==> src/rtl/div_share_sched.sv <==
// div_share_sched: computes z = (a % b == zero) ? a/b : c/d on one shared
// restoring divider that produces one quotient bit per cycle.
// Optional macro DIV_SHARE_SCHED_DIVZERO_FLAG_EN adds the DivZero output,
// which reports a zero divisor for the quotient placed on z.
module div_share_sched #(
    parameter int DATAWIDTH = 64
) (
    input  logic                 Clk,
    input  logic                 Rst,
    input  logic                 Start,
    input  logic [DATAWIDTH-1:0] a,
    input  logic [DATAWIDTH-1:0] b,
    input  logic [DATAWIDTH-1:0] c,
    input  logic [DATAWIDTH-1:0] d,
    input  logic [DATAWIDTH-1:0] zero,
    output logic [DATAWIDTH-1:0] z,
    output logic                 Done,
`ifdef DIV_SHARE_SCHED_DIVZERO_FLAG_EN
    output logic                 DivZero,
`endif
    output logic                 Busy
);

    localparam int CW = $clog2(DATAWIDTH) + 1;
    localparam logic [CW-1:0] LAST = CW'(DATAWIDTH - 1);

    typedef enum logic [2:0] {IDLE, DIV_AB, CHECK, DIV_CD, FINISH} state_t;

    state_t               state, state_nxt;
    logic [CW-1:0]        cnt;
    logic [DATAWIDTH-1:0] c_r, d_r, zero_r;
    logic [DATAWIDTH-1:0] dvs;          // current divisor
    logic [DATAWIDTH-1:0] quo;          // dividend bits shift out, quotient bits shift in
    logic [DATAWIDTH:0]   rem;          // one extra bit so the trial compare cannot overflow
    logic [DATAWIDTH:0]   trial, rem_step;
    logic [DATAWIDTH-1:0] quo_step;
    logic                 fits, last, rem_eq;

    // One restoring step: shift in the next dividend bit, subtract if it fits.
    // A zero divisor always fits, which yields an all-ones quotient and rem = dividend.
    always_comb begin
        trial    = {rem[DATAWIDTH-1:0], quo[DATAWIDTH-1]};
        fits     = (trial >= {1'b0, dvs});
        rem_step = fits ? (trial - {1'b0, dvs}) : trial;
        quo_step = {quo[DATAWIDTH-2:0], fits};
        last     = (cnt == LAST);
        rem_eq   = (rem == {1'b0, zero_r});
    end

    // State register.
    always_ff @(posedge Clk) begin
        if (Rst) state <= IDLE;
        else     state <= state_nxt;
    end

    // Next-state and status outputs decoded from the state.
    always_comb begin
        state_nxt = state;
        Done      = 1'b0;
        Busy      = 1'b1;
        case (state)
            IDLE: begin
                Busy = 1'b0;
                if (Start) state_nxt = DIV_AB;
            end
            DIV_AB:  if (last) state_nxt = CHECK;
            CHECK:   state_nxt = rem_eq ? FINISH : DIV_CD;
            DIV_CD:  if (last) state_nxt = FINISH;
            FINISH: begin
                Done      = 1'b1;
                state_nxt = IDLE;
            end
            default: state_nxt = IDLE;
        endcase
    end

`ifdef DIV_SHARE_SCHED_DIVZERO_FLAG_EN
    // Zero-divisor flag, updated together with z.
    always_ff @(posedge Clk) begin
        if (Rst)
            DivZero <= 1'b0;
        else if ((state == CHECK && rem_eq) || (state == DIV_CD && last))
            DivZero <= (dvs == '0);
    end
`endif

    // Operand capture, shared divider iteration and result register.
    always_ff @(posedge Clk) begin
        if (Rst) begin
            z      <= '0;
            cnt    <= '0;
            c_r    <= '0;
            d_r    <= '0;
            zero_r <= '0;
            dvs    <= '0;
            quo    <= '0;
            rem    <= '0;
        end else begin
            case (state)
                IDLE: if (Start) begin
                    c_r    <= c;
                    d_r    <= d;
                    zero_r <= zero;
                    dvs    <= b;
                    quo    <= a;
                    rem    <= '0;
                    cnt    <= '0;
                end
                DIV_AB: begin
                    rem <= rem_step;
                    quo <= quo_step;
                    cnt <= cnt + CW'(1);
                end
                CHECK: begin
                    if (rem_eq) begin
                        z <= quo;
                    end else begin
                        dvs <= d_r;
                        quo <= c_r;
                        rem <= '0;
                        cnt <= '0;
                    end
                end
                DIV_CD: begin
                    rem <= rem_step;
                    quo <= quo_step;
                    cnt <= cnt + CW'(1);
                    if (last) z <= quo_step;
                end
                default: ;
            endcase
        end
    end

endmodule

==> config.mk <==
export PLATFORM = sky130hd
export DESIGN_NAME = div_share_sched
export DESIGN_NICKNAME = d
export VERILOG_FILES = /design/src/rtl/div_share_sched.sv
export SDC_FILE = /design/constraint.sdc
export NUM_CORES = 1
export LEC_CHECK = 0
export CAP_MARGIN = 20
export CORE_ASPECT_RATIO = 0.5
export CORE_MARGIN = 3
export CORE_UTILIZATION = 58
export CTS_CLUSTER_DIAMETER = 50
export DETAILED_ROUTE_END_ITERATION = 8
export PLACE_DENSITY = 0.87
export SLEW_MARGIN = 25
export SYNTH_ARGS = -nofsm -noshare
export SYNTH_HDL_FRONTEND = slang
export SYNTH_SLANG_ARGS = --single-unit
export TNS_END_PERCENT = 5
==> constraint.sdc <==
create_clock -name Clk -period 5.7 [get_ports Clk]
set_input_delay 1.14 -clock Clk [delete_from_list [all_inputs] [get_ports Clk]]
set_output_delay 1.14 -clock Clk [all_outputs]
set_load 0.005 [all_outputs]
======== Word level (Yosys, flattened, before mapping) ========
Cells that the tools add are included.
cells by class
  $add $sub $neg .......................... 2
  $lt $le $gt $ge ......................... 1
  equality and inequality tests ........... 11
  mux-type cells .......................... 23
  reductions and logical operators ........ 10
operators by type and width
  kind                 count
  $mux 64              6
  $pmux 64 s2          2
  $mux 65              3
  $pmux 65 s3          1
  $pmux 64 s3          1
  $eq 65x64->1         1
  $ge 65x64->1         1
  $sub 65x64->65       1
  $pmux 7 s3           1
  $mux 7               2
  $mux 3               4
  $pmux 3 s4           1
  $reduce_and 3->1     4
  $ne 2x2->1 const B   5
  $add 7x1->7 const B  1
  $eq 7x6->1 const B   1
  $eq 3x2->1 const B   2
  $reduce_bool 2->1    2
  $eq 3x1->1 const B   1
  $eq 3x3->1 const B   1
  $logic_not 3->1      1
  $reduce_bool 3->1    1
  $mux 1               2
  $reduce_and 2->1     1
  $reduce_or 2->1      1
storage, ports and cells
  register bits after elaboration ......... 459
  bits of input ports ..................... 323
  word-level logic and storage cells ...... 56

======== Depth between registers and ports, before layout ========
  depth after elaboration ................. 4
  gate-level depth with buffers ........... 16
  depth with buffers taken out ............ 14

======== Worst setup path after synthesis ========
OpenSTA, ideal clock, no wires.
  path kind ............................... register -> register
  start point ............................. register dvs[4]
  end point ............................... register rem[62]
  setup time .............................. 0.122 ns
  data arrival time ....................... 3.157 ns
  path slack .............................. 2.421 ns
  cell stages (with the launch flop) ...... 14
  buffers on the path ..................... 0
  clock period less this slack ............ 3.279 ns
  cells stage by stage .................... dfxtp_1 inv_1 ha_1 a21o_1 a2111oi_4 a21oi_2 a211oi_4 a2111oi_2 or4_4 a31oi_4 or3_4 a21oi_2 mux2i_1 a221o_1
between the ends
  longest elaborated chain between the ends .. 3
ends and longest elaborated chain
  item                                            RTL line  source
  start, declared                                 32        logic [DATAWIDTH-1:0] dvs;
  start signal, assigned                          118       dvs <= d_r;
  $sub 65x64->65 or $ge 65x64->1 (tied branches)  44, 43
  $mux 65 (*)                                     44        rem_step = fits ? (trial - {1'b0, dvs}) : trial;
  $pmux 65 s3 (*)                                 99        case (state)
  end signal, assigned                            110       rem <= rem_step;
  end signal, assigned                            125       rem <= rem_step;
  end, declared                                   34        logic [DATAWIDTH:0] rem;
Every way passes the cells marked *; elsewhere a longest branch is shown, timed or not.
A chain may end at the register's enable or synchronous reset.

======== Worst setup path after layout ========
  start point ............................. register dvs[47]
  end point ............................... register rem[64]
The elaborated chain is that of the path after synthesis.

==> flow_summary.json <==
{
  "startpoint": "dvs[47]$_SDFFE_PP0P_",
  "via_count": 23000,
  "numCtsBuffers": 41,
  "yosys_register_bits": 459,
  "synth_cells": 3060,
  "synth-edff-count": 0,
  "numClockSinks": 459,
  "synthesis.nets": 3449,
  "reg2reg_slack_ps": 1660,
  "yosys_warnings": 0,
  "pwr-share-seq_pct": 42.3,
  "io_pins": 389,
  "ctsResizeCount": 0,
  "grt_pass1_wl_mm": 114,
  "post-route-util_pct": 72.7,
  "grt_start_max_net_pins": 167,
  "antenna_found_initial": 3,
  "p_switching_mw": 2.67,
  "firstDrtPassIters": 6,
  "period_share_pct": 70.8,
  "criticalPathCategory": "register to register",
  "start_util_pct": 59.2,
  "power_density_nw_per_um2": 297,
  "tightest_slew_ps": 968,
  "cts_tree": "built",
  "route.detailed.drc": 0,
  "place_congestion": 0.980,
  "ys_top_cells_by_area": "dfxtp_1 40%, nand2_1 12%, a21oi_1 7.8%, nor2_1 3.9%, ha_1 3.5%",
  "final_cell_mix": "710 x nand2_1, 456 x dfxtp_1, 387 x clkdlybuf4s50_1",
  "timing.rr.end": "rem[64]$_SDFFE_PP0P_",
  "cp_data_required_time_ps": 6190,
  "wl_mm": 72.5,
  "viasPerCell": 6.00,
  "drt_iter0_drc": 2231,
  "comb_power_share_pct": 25.5,
  "status": "completed",
  "insertion_delay_ps": 550,
  "cts_root_buf": "clkbuf_16",
  "core_area_um2": 39200,
  "critPathArrivalTime_ps": 4530,
  "fmax_ghz": 0.248,
  "drive_above_1_share_pct": 3.66,
  "place_hpwl_mm": 50.5,
  "hold_class": "register to register",
  "hold_viol_final": 0,
  "final_max_slew_viol_count": 0,
  "cts.path.max_buffers": 3,
  "ant_nets": 0,
  "postCtsHoldBufs": 0,
  "setup_violations": 0,
  "grt_overflow": 0,
  "endpoint_kind": "register",
  "ir_drop_uv": 223,
  "design_area_um2": 28500,
  "yosys.area.top_type": "dfxtp_1",
  "postCtsSetupRepairBufs": 0,
  "gr-usage-all-layers_pct": 32.7,
  "die_h_um": 147,
  "rr_startpoint": "dvs[47]$_SDFFE_PP0P_",
  "async_reset_ff_share_pct": 0,
  "cp_max_fo": 15,
  "finClkSkew_ps": 19.8,
  "netlist_area_um2": 23200,
  "nets": 3667,
  "pre_cts_slack_ps": 1470,
  "cts.clk_slew.worst_paths_ps": 70,
  "min_from": "d_r[32]$_SDFFE_PP0P_",
  "syn_area_per_cell_um2": 7.58,
  "die_area_um2": 42600,
  "synth_top_area_share_pct": 39.6,
  "post_dp_cell_area_um2": 27200,
  "rsz0062_at_grt": "no",
  "worst_slack_ps": 1660,
  "fin_tns_setup_ps": 0,
  "numPortBuffers": 388,
  "max_cap_viol_count": 0,
  "whs_path_depth": 2,
  "leakage_nw": 10.8,
  "cp-start-kind": "register",
  "reg2regPathDepth": 12,
  "whs_endpoint": "d_r[32]$_SDFFE_PP0P_",
  "row_count": 51,
  "syn_to_final_growth_pct": 22.8,
  "p_sw_share_pct": 31.6,
  "wl_per_cell_um": 18.9,
  "ys_seq_area_share_pct": 39.6,
  "min_period_ps": 4040,
  "power.internal_mw": 5.78,
  "layout_commonest_cell": "nand2_1",
  "grt_pass1_vias": 21700,
  "ys_types": 74,
  "ys.flop_type": "dfxtp_1",
  "clkPwrFrac_pct": 32.2,
  "die_w_um": 289,
  "htreeDepth": 2,
  "relSlewSlack_pct": 35.5
}
-- synthesized netlist by cell type, types with 3 or more instances --
| master | count |
|---|---|
| dfxtp_1 | 459 |
| a221o_1 | 11 |
| a21o_1 | 45 |
| nand4_1 | 28 |
| o21bai_1 | 12 |
| o2bb2ai_1 | 4 |
| o2111ai_1 | 3 |
| o21ai_1 | 3 |
| a211oi_1 | 72 |
| nor2_1 | 240 |
| o21ai_0 | 146 |
| a22oi_1 | 67 |
| o31ai_1 | 5 |
| ha_1 | 65 |
| a221oi_1 | 13 |
| xor2_1 | 59 |
| inv_1 | 93 |
| a311oi_1 | 64 |
| nand2b_1 | 7 |
| a222oi_1 | 3 |
| or3_1 | 6 |
| a31oi_1 | 5 |
| nand2_1 | 712 |
| and3_1 | 6 |
| o21a_1 | 7 |
| nor3_1 | 16 |
| o211ai_1 | 9 |
| a41oi_1 | 4 |
| mux2i_1 | 68 |
| buf_1 | 15 |
| a21oi_1 | 361 |
| and2_1 | 9 |
| xnor2_1 | 63 |
| nand3_1 | 84 |
| buf_2 | 18 |
| nor4_1 | 11 |
| a22o_1 | 4 |
| nor2b_1 | 13 |
| clkbuf_1 | 208 |
-- power by group through the flow --
stage / logic [mW] / clock network [mW] / registers (mW)
global placement: 2.06 / 0 / 3.63
global route: 2.36 / 2.87 / 3.59
CTS: 2.10 / 2.74 / 3.57
detailed placement: 2.08 / 0 / 3.64
finish: 2.16 / 2.72 / 3.57
floorplan: 1.44 / 0 / 3.58
-- metrics by stage --
step / total power, mW / std cells / hold slack [ps]
after CTS: 8.40 / 3833 / 455
after global placement: 5.69 / 3764 / 441
final: 8.45 / 3837 / 453
after floorplan: 5.03 / 3060 / 436
after detailed placement: 5.72 / 3764 / 446
after global routing: 8.82 / 3837 / 470
-- worst max-delay path: stages (launching register included) --
cell and delay [ps]:
dfxtp_1 340, inv_1 70, ha_1 440, nand4_1 190
or4_1 580, nor4_1 490, nand3_1 160, o211ai_1 230
a2111o_1 230, a41oi_4 110, nand2b_1 560, or3_1 490
nand3_1 90
-- flip-flops by register name, summed over array words and instances (netlist names) --
signal / count
state: 3
z: 64
quo: 64
rem: 65
dvs: 64
c_r: 64
cnt: 7
zero_r: 64
d_r: 64
-- per-layer routing --
layer	global-route usage, %	share of wire (%)	up-vias
met3	4.99	7.3	219
met4	13.8	4.5	0
met2	53.3	46	960
met5	0	0	-
li1	-	-	11000
met1	43.6	42	10800
-- cell type report --
| type | count | area, um2 |
|---|---|---|
| antenna | 3 | 7.51 |
| clock buffer | 60 | 1180 |
| clock inverter | 9 | 87.6 |
| fill | 3085 | 10700 |
| inverter | 93 | 349 |
| multi-input combinational | 2267 | 12900 |
| sequential | 459 | 9190 |
| tap | 530 | 663 |
| timing repair buffer | 416 | 4160 |
-- worst max-delay path by stage --
stage / to / slack [ps]
floorplan: rem[62]$_SDFFE_PP0P_ / 2420
global placement: rem[20]$_SDFFE_PP0P_ / 1610
detailed placement: rem[38]$_SDFFE_PP0P_ / 1470
CTS: rem[38]$_SDFFE_PP0P_ / 1460
global route: rem[64]$_SDFFE_PP0P_ / 1420
finish: rem[64]$_SDFFE_PP0P_ / 1660
-- cells by family (layout without fill, tap and decap cells) --
logic type | after synthesis | after routing | share of synthesized area [%]
AOI/OAI and AO/OA | 866 | 866 | 23.6
xor gates and xnor gates | 122 | 122 | 4.60
adders and majority gates | 66 | 66 | 3.59
buffers and inverters | 334 | 578 | 5.50
DFF | 459 | 459 | 39.6
muxes | 69 | 69 | 2.98
other | 0 | 3 | 0
and+or+nand+nor | 1144 | 1144 | 20.1
Power figures use the tool's default switching activity.
